--- src/rtl/uart_recv_pkg.sv ---
// Shared UART definitions: FSM state encoding and the bit-period divider.
package uart_recv_pkg;

   typedef enum logic [1:0] {
      IDLE  = 2'd0,
      START = 2'd1,
      DATA  = 2'd2,
      STOP  = 2'd3
   } rx_state_e;

   function automatic int calc_bps_cnt(input int clk_freq, input int uart_bps);
      return clk_freq / uart_bps;
   endfunction

endpackage

--- src/rtl/uart_recv.sv ---
// 8N1 UART receiver with a 3-flop synchronizer, mid-bit sampling and framing-error detection.
// Start-bit fall to uart_done is about 9.5 bit periods plus sync delay; no backpressure, each byte is a 1-cycle strobe.
module uart_recv
   import uart_recv_pkg::*;
#(
   parameter int CLK_FREQ = 50000,
   parameter int UART_BPS = 9600
) (
   input  logic       sys_clk,
   input  logic       sys_rst,
   input  logic       uart_rxd,
   output logic [7:0] uart_data,
   output logic       uart_done,
   output logic       frame_err,
   output logic       rx_busy
);

   localparam int          BPS_CNT   = calc_bps_cnt(CLK_FREQ, UART_BPS);
   localparam logic [15:0] CNT_MAX   = 16'(BPS_CNT - 1);
   localparam logic [15:0] SAMPLE_PT = 16'(BPS_CNT / 2);

   rx_state_e   state_q;
   logic [2:0]  rxd_sync_q;
   logic [15:0] clk_cnt_q;
   logic [15:0] clk_cnt_d;
   logic [2:0]  bit_cnt_q;
   logic [7:0]  shift_q;
   logic [7:0]  data_q;
   logic        done_q;
   logic        err_q;
   logic        busy_q;
   logic        rxd_s;
   logic        start_det;
   logic        at_sample;
   logic        at_wrap;

   // rxd_sync_q[0] is the first stage; stage 1 is the sampled line, stage 2 only feeds edge detect
   assign rxd_s     = rxd_sync_q[1];
   assign start_det = rxd_sync_q[2] & ~rxd_sync_q[1];
   assign at_sample = (clk_cnt_q == SAMPLE_PT);
   assign at_wrap   = (clk_cnt_q == CNT_MAX);
   assign clk_cnt_d = at_wrap ? 16'd0 : clk_cnt_q + 16'd1;

   always_ff @(posedge sys_clk) begin
      if (sys_rst) begin
         state_q    <= IDLE;
         rxd_sync_q <= 3'b111;
         clk_cnt_q  <= 16'd0;
         bit_cnt_q  <= 3'd0;
         shift_q    <= 8'h00;
         data_q     <= 8'h00;
         done_q     <= 1'b0;
         err_q      <= 1'b0;
         busy_q     <= 1'b0;
      end else begin
         rxd_sync_q <= {rxd_sync_q[1:0], uart_rxd};
         done_q     <= 1'b0;
         err_q      <= 1'b0;
         busy_q     <= (state_q != IDLE);
         unique case (state_q)
            IDLE: begin
               if (start_det) begin
                  state_q   <= START;
                  clk_cnt_q <= 16'd0;
                  bit_cnt_q <= 3'd0;
               end
            end
            START: begin
               clk_cnt_q <= clk_cnt_d;
               if (at_sample && rxd_s) begin
                  state_q   <= IDLE;
                  clk_cnt_q <= 16'd0;
               end else if (at_wrap) begin
                  state_q <= DATA;
               end
            end
            DATA: begin
               clk_cnt_q <= clk_cnt_d;
               if (at_sample)
                  shift_q <= {rxd_s, shift_q[7:1]};
               if (at_wrap) begin
                  bit_cnt_q <= bit_cnt_q + 3'd1;
                  if (bit_cnt_q == 3'd7)
                     state_q <= STOP;
               end
            end
            STOP: begin
               clk_cnt_q <= clk_cnt_d;
               // leave at the stop-bit midpoint so a shortened stop bit still lets the next start through
               if (at_sample) begin
                  if (rxd_s) begin
                     data_q <= shift_q;
                     done_q <= 1'b1;
                  end else begin
                     err_q <= 1'b1;
                  end
                  state_q   <= IDLE;
                  clk_cnt_q <= 16'd0;
               end
            end
         endcase
      end
   end

   assign uart_data = data_q;
   assign uart_done = done_q;
   assign frame_err = err_q;
   assign rx_busy   = busy_q;

endmodule
--- config.mk ---
export PLATFORM = sky130hd
export DESIGN_NAME = uart_recv
export DESIGN_NICKNAME = d
export VERILOG_FILES = /design/src/rtl/uart_recv_pkg.sv /design/src/rtl/uart_recv.sv
export SDC_FILE = /design/constraint.sdc
export NUM_CORES = 1
export LEC_CHECK = 0
export ABC_CLOCK_PERIOD_IN_PS = 2200
export BUFFER_PORTS_ARGS = -buffer_cell sky130_fd_sc_hd__clkbuf_2
export CORE_MARGIN = 2
export CORE_UTILIZATION = 59
export CTS_CLUSTER_SIZE = 40
export DETAILED_ROUTE_END_ITERATION = 6
export PLACE_DENSITY_LB_ADDON = 0.25
export SYNTH_ARGS = -nofsm -noshare
export SYNTH_HDL_FRONTEND = slang
export SYNTH_SLANG_ARGS = --single-unit
--- constraint.sdc ---
create_clock -name sys_clk -period 2.2 [get_ports sys_clk]
set_clock_uncertainty 0.05 [all_clocks]
set_input_delay 0.11 -clock sys_clk [delete_from_list [all_inputs] [get_ports sys_clk]]
set_output_delay 0.11 -clock sys_clk [all_outputs]
set_load 0.005 [all_outputs]
== Word-level counts from Yosys, hierarchy flattened ==
Index checks and enable logic that the tools add are counted.
Word-level totals
  bits in registers: 43
  input port bits: 3
  output and inout bits: 11
Cells by class
  add/sub/neg operators: 2
  equality and inequality tests: 11
  muxes and demuxes: 17
  bitwise gates (word level): 4
  reductions and logical operators: 9
Operators with widths (count)
  16-bit 2-to-1 mux: 4
  16-bit case mux with 4 select lines: 1
  16-bit by 1-bit adder with 16-bit output, second input constant: 1
  16-bit by 2-bit == test with 1-bit output, second input constant: 1
  16-bit by 3-bit == test with 1-bit output, second input constant: 1
  2-bit 2-to-1 mux: 6
  2-bit != test, second input constant: 4
  2-bit case mux with 4 select lines: 1
  3-bit 2-to-1 mux: 2
  3-bit case mux with 2 select lines: 1
  3-bit AND reduction: 2
  5-bit AND reduction: 1
  2-bit == test, second input constant: 2
  2-bit nonzero test: 2
  3-bit by 1-bit adder with 3-bit output, second input constant: 1
  3-bit == test, second input constant: 1
  3-bit != test, second input constant: 1
  1-bit inverter: 3
  3-bit OR reduction: 1
  2-bit by 1-bit == test with 1-bit output, second input constant: 1
  2-bit zero test: 1
  1-bit 2-to-1 mux: 2
  2-bit AND reduction: 1
  1-bit bitwise AND: 1
  1-bit logical AND: 1

== Depth between registers and ports, before layout ==
Gate-level depths: netlist of run 1.
  word-level depth: 4
  mapped depth: 9
  mapped depth without buffers: 7

== Least setup slack after synthesis of run 1 ==
No wires, ideal clock.
  path kind: reg-to-reg
  start: reg clk_cnt_q[0]
  end: reg clk_cnt_q[10]
  library setup time: 0.106 ns
  arrival: 1.729 ns
  path slack: 0.315 ns
  cell stages (with the launch flop): 9
  path buffers: 1
  period minus slack after synthesis: 1.885 ns
  cell sequence: dfxtp_1 -> inv_1 -> ha_1 -> nor4bb_1 -> and4_2 -> buf_4 -> nor3_2 -> nand2_1 -> o311ai_0
On the way
  cells in the longest elaborated chain, start to end: 4
Ends and longest elaborated chain
  from (decl): RTL line uart_recv.sv:24  | logic [15:0] clk_cnt_q;
  from (signal assigned): RTL line uart_recv.sv:69  | clk_cnt_q <= clk_cnt_d;
  from (signal assigned): RTL line uart_recv.sv:78  | clk_cnt_q <= clk_cnt_d;
  from (signal assigned): RTL line uart_recv.sv:88  | clk_cnt_q <= clk_cnt_d;
  16-bit by 1-bit adder with 16-bit output (tied with other cells): RTL line uart_recv.sv:42  | assign clk_cnt_d = at_wrap ? 16'd0 : clk_cnt_q + 16'd1;
  16-bit 2-to-1 mux or 1-bit logical AND (tied branches): RTL line uart_recv.sv:42, uart_recv.sv:70
  16-bit 2-to-1 mux, on equally long branches: RTL line uart_recv.sv:90, uart_recv.sv:70
  16-bit case mux with 4 select lines *: RTL line uart_recv.sv:60  | unique case (state_q)
Mark *: on every way between the ends. The rest lies on a longest branch, timed or not.
A chain may end at the register's enable or synchronous reset.

== Final worst setup path of run 1 ==
  start: reg clk_cnt_q[0]
  end: reg bit_cnt_q[0]
On the way
  cells in the longest elaborated chain, start to end: 3
Ends and longest elaborated chain
  16-bit by 3-bit == test with 1-bit output: RTL line uart_recv.sv:41  | assign at_wrap = (clk_cnt_q == CNT_MAX);
  2-bit != test (no source line)
  3-bit AND reduction (no source line)
  to (signal assigned): RTL line uart_recv.sv:82  | bit_cnt_q <= bit_cnt_q + 3'd1;
  to (decl): RTL line uart_recv.sv:26  | logic [2:0] bit_cnt_q;
Every way passes these cells.

==> metrics.md, run 1 <==
| Metric | Value |
|---|---|
| Clk buf depth | `2` |
| Vias in the first global route | `1505` |
| Number of DRC markers in iteration 0 | `122` |
| Compound-Gate Fraction of Synth Area | `9.00%` |
| Mean Syn Cell Area | `9.48 um^2` |
| Final Hold Vio Count | `0` |
| Clock-pin slew on the worst setup and hold paths | `~0.12 ns` |
| Placed Area | `2120 um^2` |
| Via count | `1597` |
| Tightest Hold Check Type | `input pin to flop` |
| Seq/Total Area, Yosys | `42.4%` |
| Final wirelength | `3670 um` |
| Cts repair resizes | `0` |
| Distinct cell type count after synthesis | `40` |
| Grt ovf | `0` |
| Fin crit share | `92.5%` |
| Post-CTS Hold Buffers | `1` |
| Slew of the pin with the lowest slew margin | `approximately 1.0 ns` |
| Fin area | `between 2000 and 2500 um^2` |
| Final slew viol count | `0` |
| Die H | `62.7 um` |
| M1 wire length | `1570 um` |
| Setup violators final | `0` |
| CTS root buf | `clkbuf_4` |
| TNS Setup | `0 ns` |
| Num CTS Buffers | `5` |
| Starting density of the core | `approximately 61%` |
| Number of max-cap violations | `0` |
| Worst vdd ir | `about 0.48 mV` |
| Fill count | `275` |
| Post-Synth Adder-Cell Area | `3.08%` |
| Wire length per cell | `13.3 um` |
| Area share of xor/xnor cells in the synthesized design | `0.432%` |
| Slew HR | `32.0%` |
| Synth Instances | `around 210` |
| Met2 WL | `approximately 1900 um` |
| DRC violation count after routing | `0` |
| Final nets | `237` |
| First-pass GRT wire length | `6440 um` |
| Synthesized cell area | `2030 um^2` |
| Worst Path Required | `2.43 ns` |
| Leak | `0.848 nW` |
| Num rows | `21` |
| Area share of the largest cell type after synthesis | `42.4%` |
| Pin count of the biggest net entering global routing | `23` |
| IO buf count | `13` |
| Power Dens Cells | `between 600 and 700 nW/um^2` |
| Diode count | `0` |
| CP endpoint kind | `flop` |
| Initial antenna violation count | `0` |
| CTS tree | `yes` |
| Yosys top cell by area | `dfxtp_1` |
| ANT nets after route | `0` |
| Vias/cell | `slightly below 6` |
| Area growth, synth to finish | `9.80%` |
| Ranking of synthesized cells by area | `dfxtp_1 (42%), mux2i_1 (12%), nor2_1 (4.3%)` |
| GPL Wtd Cong | `0.807` |
| Max layer used | `met4` |
| Die extent in x | `62.7 um` |
| Max Freq | `~0.49 GHz` |
| Largest family of logic cells by synthesized area | `simple AND/OR/NAND/NOR gates` |
| Clock latency on the worst-skew pair | `0.35 ns` |
| Clock sink total | `43` |
| Flops & latches, synth | `43` |
| Core area | `3310 um^2` |
| I/O pin cnt | `14` |
| Critical Path Source Type | `flop` |
| RSZ-0062 raised after global routing | `false` |
| Syn_nets | `~220` |
| Synth warn | `0` |
| Critical-path maximum fanout | `8` |
| Proportion of synthesized area in mux cells | `12.3%` |
| Simple-gate area share of the yosys netlist | `between 20% and 30%` |
| Layout cells sized above 1 | `between 15 and 20%` |
| Total GRT Usage | `20.1%` |
| Metal3 WL | `170 um` |
| Drt first pass iters | `4` |
| Status | `finished, final reports clean` |
| Post-CTS Setup Inserts | `0` |
| Minimum clock period | `~2 ns` |
| DP HPWL | `2640 um` |
| CP Class | `flop to flop` |
| Area of the die | `3930 um^2` |
| Arr. time, crit path | `2.27 ns` |
| # H-tree levels | `2` |
-- routing by layer --
metal  global-route usage [%]  vias up
li1                         -      811
met1                     23.5      750
met2                     35.1       31
met3                     6.31        5
met4                     6.39        0
met5                        0        -
-- cell usage in the layout, fill, tap and decap left out, types with 2 or more instances in the layout --
cell type	n
inv_1	8
a21oi_1	6
clkbuf_4	5
nand3_1	9
nor3_2	2
dfxtp_1	43
nand3b_1	4
and4_2	3
nor3_1	3
and4_1	2
and3_1	2
or2_2	3
bufinv_16	2
o311ai_0	3
nand4_1	12
nand2_1	14
nor4_4	3
buf_4	9
mux2i_1	25
ha_1	5
a31oi_1	10
nor2_1	23
clkbuf_2	13
o21ai_0	5
-- critical path, stage by stage, from the launching register on --
cell and delay (ns):
dfxtp_1 0.36, inv_1 0.11, ha_1 0.15, nor4bb_1 0.23, and4_2 0.35, a21oi_1 0.13, or4_1 0.42, a21oi_1 0.16
-- logic make-up (layout without fill, tap and decap cells) --
kind of cell | Yosys count | count (layout)
xor gates and xnor gates | 1 | 1
muxes | 25 | 25
and+or+nand+nor | 88 | 88
adders and majority gates | 5 | 5
DFF | 43 | 43
AOI/OAI and AO/OA | 29 | 29
buffers and inverters | 23 | 39
-- state kept, by name (all words and copies together) (netlist names), named ones only --
register / count
bit_cnt_q: 3
clk_cnt_q: 16
frame_err: 1
rx_busy: 1
rxd_sync_q: 3
shift_q: 8
state_q: 1
uart_data: 8
uart_done: 1
-- synthesized netlist by cell type (all sizes together) --
library cell and count:
a211oi 1, a21oi 6, a311oi 1, a31oi 10
a32oi 1, and2 1, and3 2, and4 5
buf 8, clkbuf 7, dfxtp 43, ha 5
inv 8, mux2i 25, nand2 14, nand2b 1
nand3 9, nand3b 4, nand4 13, nor2 23
nor2b 1, nor3 5, nor4 3, nor4b 1
nor4bb 1, o211ai 1, o21ai 5, o22ai 1
o311ai 3, or2 3, or2b 1, or4 1
xnor2 1
-- area by class of cell --
type                            count  area, um^2  share of cell area, %
Tap cell                           46        57.6                   2.58
Timing Repair Buffer               23         143                   6.40
Sequential cell                    43         861                   38.6
Multi-Input combinational cell    148        1040                   46.5
Inverter                            8        30.0                   1.35
Clock inverter                      2        60.1                   2.70
Clock buffer                        6        41.3                   1.85
-- per-stage QoR --
stage          power, mW  hold slack (ns)  util (%)  std cells  setup WS, ns
2_1_floorplan      0.852            0.164         -        214         0.315
3_3_place_gp       0.860            0.246      63.9        267         0.300
3_5_place_dp       0.863            0.245      63.9        267         0.194
4_1_cts             1.46           0.0891      67.3        276         0.164
5_1_grt             1.50            0.112      67.3        276        0.0214
6_report            1.45           0.0853      67.3        276         0.165
-- report_power, final --
| part | total, mW | leakage (nW) | switching (mW) | internal (mW) |
|---|---|---|---|---|
| clock | 0.602 | 0.0525 | 0.248 | 0.355 |
| combinational | 0.0603 | 0.449 | 0.0375 | 0.0228 |
| sequential | 0.787 | 0.347 | 0.00366 | 0.783 |
-- final timing paths --
kind | from | end | slack, ns | cells past startpoint
max | clk_cnt_q[0] | bit_cnt_q[0] | 0.16 | 7
min reg2reg | rxd_sync_q[0] | rxd_sync_q[1] | 0.38 | 1
min | sys_rst | clk_cnt_q[0] | 0.09 | 2
max reg2reg | clk_cnt_q[0] | bit_cnt_q[0] | 0.16 | 7
(Power assumes the default switching activity.)
==> run 2: changes to the inputs <==
ABC_CLOCK_PERIOD_IN_PS = 2550   (was 2200)
CORE_UTILIZATION = 63   (was 59)
CTS_CLUSTER_SIZE = not set   (was 40)
clock period = 2.55 ns   (was 2.2 ns; I/O delays follow)
==> run 2 against run 1 <==
Setup slack improved by 0.19 ns. Maximum frequency fell by 7.3%. Total power fell by 24%. Non-clock buffer count fell by 5.
==> metrics.md, run 2 (same netlist as run 1, synthesis figures left out) <==
| Metric | Value |
|---|---|
| Most frequent cells in the layout | `dfxtp_1 (43), mux2i_1 (25), nor2_1 (23), nand2_1 (14), clkbuf_2 (13) (unchanged)` |
| Reg2reg start | `clk_cnt_q[0] (unchanged)` |
| Worst vdd ir | `0.414 mV (was 0.484 mV)` |
| Post-CTS Hold Buffers | `1 (unchanged)` |
| Final Hold Vio Count | `0 (unchanged)` |
| Launch point of the worst path | `clk_cnt_q[0] (unchanged)` |
| Drt first pass iters | `4 (unchanged)` |
| RSZ-0062 raised after global routing | `false (unchanged)` |
| I/O pin cnt | `14 (unchanged)` |
| Max reg flops | `16 (unchanged)` |
| Die extent in x | `60.8 um (was 62.7 um)` |
| Vias/cell | `6.07 (was 5.79)` |
| Hold_sp | `sys_rst (unchanged)` |
| First-pass GRT wire length | `6600 um (was 6440 um)` |
| CTS root buf | `clkbuf_4 (unchanged)` |
| DP HPWL | `2750 um (was 2640 um)` |
| Total power | `1.10 mW (was 1.45 mW)` |
| Critical-path maximum fanout | `9 (was 8)` |
| Slew of the pin with the lowest slew margin | `0.660 ns (was 1.02 ns)` |
| Clock sink total | `43 (unchanged)` |
| Grt ovf | `0 (unchanged)` |
| Die H | `60.8 um (was 62.7 um)` |
| IO buf count | `13 (unchanged)` |
| Clk buf depth | `2 (unchanged)` |
| CP endpoint kind | `flop (unchanged)` |
| Worst Path Required | `2.75 ns (was 2.43 ns)` |
| Diode count | `0 (unchanged)` |
| GPL Wtd Cong | `0.793 (was 0.807)` |
| Minimum clock period | `2.20 ns (was 2.04 ns)` |
| Slew HR | `55.6% (was 32.0%)` |
| Post-CTS Setup Inserts | `0 (unchanged)` |
| Power Dens Cells | `511 nW/um^2 (was 651 nW/um^2)` |
| Num rows | `20 (was 21)` |
| Slowest stage delay, CP | `0.48 ns (was 0.42 ns)` |
| Fill count | `252 (was 275)` |
| Number of DRC markers in iteration 0 | `77 (was 122)` |
| Critical Path Source Type | `flop (unchanged)` |
| Leak | `0.809 nW (was 0.848 nW)` |
| CP Class | `flop to flop (unchanged)` |
| Number of max-cap violations | `0 (unchanged)` |
| Num CTS Buffers | `5 (unchanged)` |
| Final slew viol count | `0 (unchanged)` |
| Total GRT Usage | `24.0% (was 20.1%)` |
| CTS tree | `yes (unchanged)` |
| Vias in the first global route | `1549 (was 1505)` |
| Via count | `1633 (was 1597)` |
| Final wirelength | `3910 um (was 3670 um)` |
| Fin area | `2150 um^2 (was 2230 um^2)` |
| ANT nets after route | `0 (unchanged)` |
| Final nets | `232 (was 237)` |
| Most common cell after layout, fill and taps aside | `dfxtp_1 (unchanged)` |
| Area of the die | `3690 um^2 (was 3930 um^2)` |
| Fin crit share | `86.1% (was 92.5%)` |
| Clock-pin slew on the worst setup and hold paths | `0.15 ns (was 0.12 ns)` |
| Worst path cell trace | `inv_1 -> ha_1 -> nor4b_1 -> and4_2 -> nand4_1 -> mux2i_1 -> nor2_1 (was inv_1 -> ha_1 -> nor4bb_1 -> and4_2 -> a21oi_1 -> or4_1 -> a21oi_1)` |
| DRC violation count after routing | `0 (unchanged)` |
| # H-tree levels | `2 (unchanged)` |
| Status | `finished, final reports clean (unchanged)` |
| Setup violators final | `0 (unchanged)` |
| Clock latency on the worst-skew pair | `0.37 ns (was 0.35 ns)` |
| Layout cells sized above 1 | `16.4% (was 17.8%)` |
| Core area | `3050 um^2 (was 3310 um^2)` |
| Initial antenna violation count | `0 (unchanged)` |
| Cts repair resizes | `0 (unchanged)` |
| Critical path's slowest cell | `nand4_1 (was or4_1)` |
| TNS Setup | `0 ns (unchanged)` |
| Arr. time, crit path | `2.40 ns (was 2.27 ns)` |
| Wire length per cell | `14.5 um (was 13.3 um)` |
| Area growth, synth to finish | `5.98% (was 9.80%)` |
| Most flops, register | `clk_cnt_q (unchanged)` |
| Starting density of the core | `66.5% (was 61.3%)` |
| Pin count of the biggest net entering global routing | `31 (was 23)` |
| Tightest Hold Check Type | `input pin to flop (unchanged)` |
| Max Freq | `0.455 GHz (was 0.491 GHz)` |
| Placed Area | `2080 um^2 (was 2120 um^2)` |
## run 2: worst paths after layout
| check | slack (ns) | endpoint | depth (start not counted) |
|---|---|---|---|
| setup / recovery | 0.35 | uart_data[2] | 7 |
| hold reg to reg | 0.39 | rxd_sync_q[1] | 1 |
| hold / removal | 0.24 | shift_q[5] | 2 |
| setup reg to reg | 0.35 | uart_data[2] | 7 |
## run 2: layout make-up
class / instances / area (um^2) / share of cell area, %
Tap cell: 44 / 55.1 / 2.56
Clock inverter: 3 / 26.3 / 1.22
Sequential cell: 43 / 861 / 40.0
Clock buffer: 5 / 37.5 / 1.75
Multi-Input combinational cell: 148 / 1040 / 48.2
Inverter: 8 / 30.0 / 1.40
Timing Repair Buffer: 18 / 105 / 4.89
## run 2: stage by stage
| stage | std cells | setup WS, ns | util [%] | hold WS, ns |
|---|---|---|---|---|
| 2_1_floorplan | 214 | 0.665 | - | 0.181 |
| 3_3_place_gp | 260 | 0.471 | 68.0 | 0.264 |
| 3_5_place_dp | 260 | 0.340 | 68.0 | 0.267 |
| 4_1_cts | 269 | 0.328 | 70.5 | 0.239 |
| 5_1_grt | 269 | 0.198 | 70.5 | 0.271 |
| 6_report | 269 | 0.354 | 70.5 | 0.242 |
## run 2: power by group
part	switching, mW	leakage [nW]	total [mW]	internal, mW
registers	0.00535	0.347	0.682	0.676
logic	0.0299	0.426	0.0478	0.0180
clock network	0.252	0.0362	0.369	0.117
total	0.288	0.809	1.10	0.811
## run 2: critical path: cells and delay by family, from the launching register on
| kind | cells | cell delay, ns |
|---|---|---|
| flip-flops | 1 | 0.37 |
| adder cells (fa/ha/maj) | 1 | 0.17 |
| AND/OR/NAND/NOR | 4 | 1.03 |
| buffers and inverters | 1 | 0.12 |
| multiplexers | 1 | 0.34 |
## run 2: layer usage
layer | up-vias | share of wire, % | routed length [um] | GRT usage (%)
met5 | - | 0 | 0 | 0
met4 | 0 | 1.5 | 57 | 6.52
met3 | 11 | 3.6 | 139 | 5.76
met2 | 41 | 51 | 1990 | 42.7
met1 | 781 | 44 | 1730 | 28.8
li1 | 800 | - | - | -
==> run 3: changes to the inputs <==
REMOVE_ABC_BUFFERS = 1   (was not set)
==> run 3 against run 2 <==
Hold slack lost 0.22 ns. Die area is the same. Clock-buffer cell count grew 1. Largest power group unchanged.
==> metrics.md, run 3 (same netlist as run 1, synthesis figures left out) <==
| Metric | Value |
|---|---|
| CP endpoint kind | `flop (unchanged)` |
| Num rows | `20 (unchanged)` |
| Grt ovf | `0 (unchanged)` |
| Die H | `60.8 um (unchanged)` |
| Area growth, synth to finish | `5.86% (was 5.98%)` |
| Worst vdd ir | `0.305 mV (was 0.414 mV)` |
| Worst Path Required | `2.79 ns (was 2.75 ns)` |
| Critical-path maximum fanout | `14 (was 9)` |
| NetSw | `256 uW (was 288 uW)` |
| DRC violation count after routing | `0 (unchanged)` |
| CTS root buf | `clkbuf_4 (unchanged)` |
| Fin crit share | `83.6% (was 86.1%)` |
| Status | `finished, final reports clean (unchanged)` |
| Clock power share | `31.0% (was 33.6%)` |
| Total GRT Usage | `23.6% (was 24.0%)` |
| Levels on crit path | `5 (was 7)` |
| Num CTS Buffers | `5 (unchanged)` |
| Final wirelength | `3810 um (was 3910 um)` |
| CP Class | `flop to flop (unchanged)` |
| Clock latency on the worst-skew pair | `0.37 ns (about the same)` |
| ANT nets after route | `0 (unchanged)` |
| Vias/cell | `5.81 (was 6.07)` |
| CTS tree | `yes (unchanged)` |
| Most flops, register | `clk_cnt_q (unchanged)` |
| Leak | `0.804 nW (was 0.809 nW)` |
| Number of max-cap violations | `0 (unchanged)` |
| Critical path's slowest cell | `nor2b_1 (was nand4_1)` |
| Most frequent cells in the layout | `dfxtp_1 (43), mux2i_1 (25), nor2_1 (23), nand2_1 (14), clkbuf_2 (13) (unchanged)` |
| Sw Ratio | `24.2% (was 26.2%)` |
| Slowest stage delay, CP | `0.80 ns (was 0.48 ns)` |
| Tightest Hold Check Type | `input pin to flop (unchanged)` |
| Clock sink total | `43 (unchanged)` |
| Drt first pass iters | `5 (was 4)` |
| Cell Int Power | `800 uW (was 811 uW)` |
| Clock-pin slew on the worst setup and hold paths | `0.13 ns (was 0.15 ns)` |
| Setup Slack @ Placement | `0.470 ns (was 0.340 ns)` |
| Diode count | `0 (unchanged)` |
| Clk buf depth | `2 (unchanged)` |
| Final nets | `233 (was 232)` |
| Critical Path Source Type | `flop (unchanged)` |
| Power Dens Cells | `492 nW/um^2 (was 511 nW/um^2)` |
| # H-tree levels | `2 (unchanged)` |
| Vias in the first global route | `1404 (was 1549)` |
| I/O pin cnt | `14 (unchanged)` |
| IO buf count | `13 (unchanged)` |
| Max reg flops | `16 (unchanged)` |
| RSZ-0062 raised after global routing | `false (unchanged)` |
| Final Hold Vio Count | `0 (unchanged)` |
| Most common cell after layout, fill and taps aside | `dfxtp_1 (unchanged)` |
| Worst setup margin | `0.417 ns (was 0.354 ns)` |
| Minimum clock period | `2.13 ns (was 2.20 ns)` |
| Area of the die | `3690 um^2 (unchanged)` |
| GPL Wtd Cong | `0.775 (was 0.793)` |
| Core area | `3050 um^2 (unchanged)` |
| Initial antenna violation count | `0 (unchanged)` |
| Final slew viol count | `0 (unchanged)` |
| Worst path cell trace | `nor2_1 -> and2_1 -> nor2b_1 -> a31oi_1 -> mux2i_1 (was inv_1 -> ha_1 -> nor4b_1 -> and4_2 -> nand4_1 -> mux2i_1 -> nor2_1)` |
| Slew of the pin with the lowest slew margin | `1.00 ns (was 0.660 ns)` |
| Slew HR | `33.0% (was 55.6%)` |
| CP top delay family | `simple AND/OR/NAND/NOR gates (unchanged)` |
| WP buf/inv | `0 (was 1)` |
| DP HPWL | `2610 um (was 2750 um)` |
| Total power | `1.06 mW (was 1.10 mW)` |
| Fill count | `253 (was 252)` |
| Number of DRC markers in iteration 0 | `82 (was 77)` |
| WHS Path Cells | `2 (unchanged)` |
| Max Freq | `0.469 GHz (was 0.455 GHz)` |
| Wire length per cell | `14.1 um (was 14.5 um)` |
| Comb power frac | `4.5% (was 4.4%)` |
| Layout cells sized above 1 | `16.4% (about the same)` |
| Starting density of the core | `66.5% (unchanged)` |
| Die extent in x | `60.8 um (unchanged)` |
| First-pass GRT wire length | `6400 um (was 6600 um)` |
| Pin count of the biggest net entering global routing | `23 (was 31)` |
| Arr. time, crit path | `2.38 ns (was 2.40 ns)` |
| Via count | `1568 (was 1633)` |
| TNS Setup | `0 ns (unchanged)` |
| Post-CTS Setup Inserts | `0 (unchanged)` |
| Flop pwr share | `64.6% (was 62.1%)` |
| Setup violators final | `0 (unchanged)` |
| Worst Reg-to-Reg Cells | `5 (was 7)` |
-- run 3: cell count changes in the layout (fill, tap and decap cells not counted), sizes merged --
| cell | previous run | this run |
|---|---|---|
| inv | 10 | 8 |
| buf | 4 | 5 |
| clkbuf | 18 | 19 |
| clkinvlp | 0 | 1 |
-- run 3: through the flow --
stage          area (um^2)  instances  util, %  hold WS (ns)
3_5_place_dp          2080        261     68.3         0.265
3_3_place_gp          2080        261     68.3         0.259
6_report              2150        270     70.4        0.0240
4_1_cts               2150        270     70.4        0.0172
5_1_grt               2150        270     70.4        0.0260
2_1_floorplan         1930        199        -         0.147
-- run 3: what timing repair did --
item	CTS	global route
resized for setup	0	0
hold endpoints to repair	1	0
hold buffers	1	0
-- run 3: layer usage --
layer / GRT usage (%) / routed length (um)
met5: 0 / 0
met4: 9.63 / 55
met3: 7.46 / 144
met2: 34.6 / 1770
met1: 32.5 / 1840
-- run 3: area by class of cell --
| cell class | instances | area, um^2 | area share [%] |
|---|---|---|---|
| repair buffers | 19 | 113 | 5.24 |
| well taps | 44 | 55.1 | 2.56 |
| multi-input cells | 148 | 1040 | 48.2 |
| flip-flops and latches | 43 | 861 | 40.1 |
| inverters | 8 | 30.0 | 1.40 |
| clock buffers | 6 | 41.3 | 1.92 |
| clock inverters | 2 | 12.5 | 0.582 |
-- run 3: power groups by stage --
stage               Combinational [mW]  Sequential, mW  Clock, mW
finish                          0.0474           0.682      0.327
global placement                0.0431           0.696          0
global route                    0.0532           0.683      0.359
CTS                             0.0468           0.682      0.330
detailed placement              0.0454           0.697          0
floorplan                       0.0280           0.695          0
-- run 3: final timing paths --
kind | to | from | slack (ns)
min | bit_cnt_q[1] | sys_rst | 0.02
max | clk_cnt_q[8] | state_q[0] | 0.42
min reg2reg | rxd_sync_q[1] | rxd_sync_q[0] | 0.38
max reg2reg | clk_cnt_q[8] | state_q[0] | 0.42
-- run 3: worst register-to-register path, stage by stage (launching register included) --
cell     delay [ns]
dfxtp_1        0.45
nor2_1         0.29
and2_1         0.21
nor2b_1        0.80
a31oi_1        0.09
mux2i_1        0.18
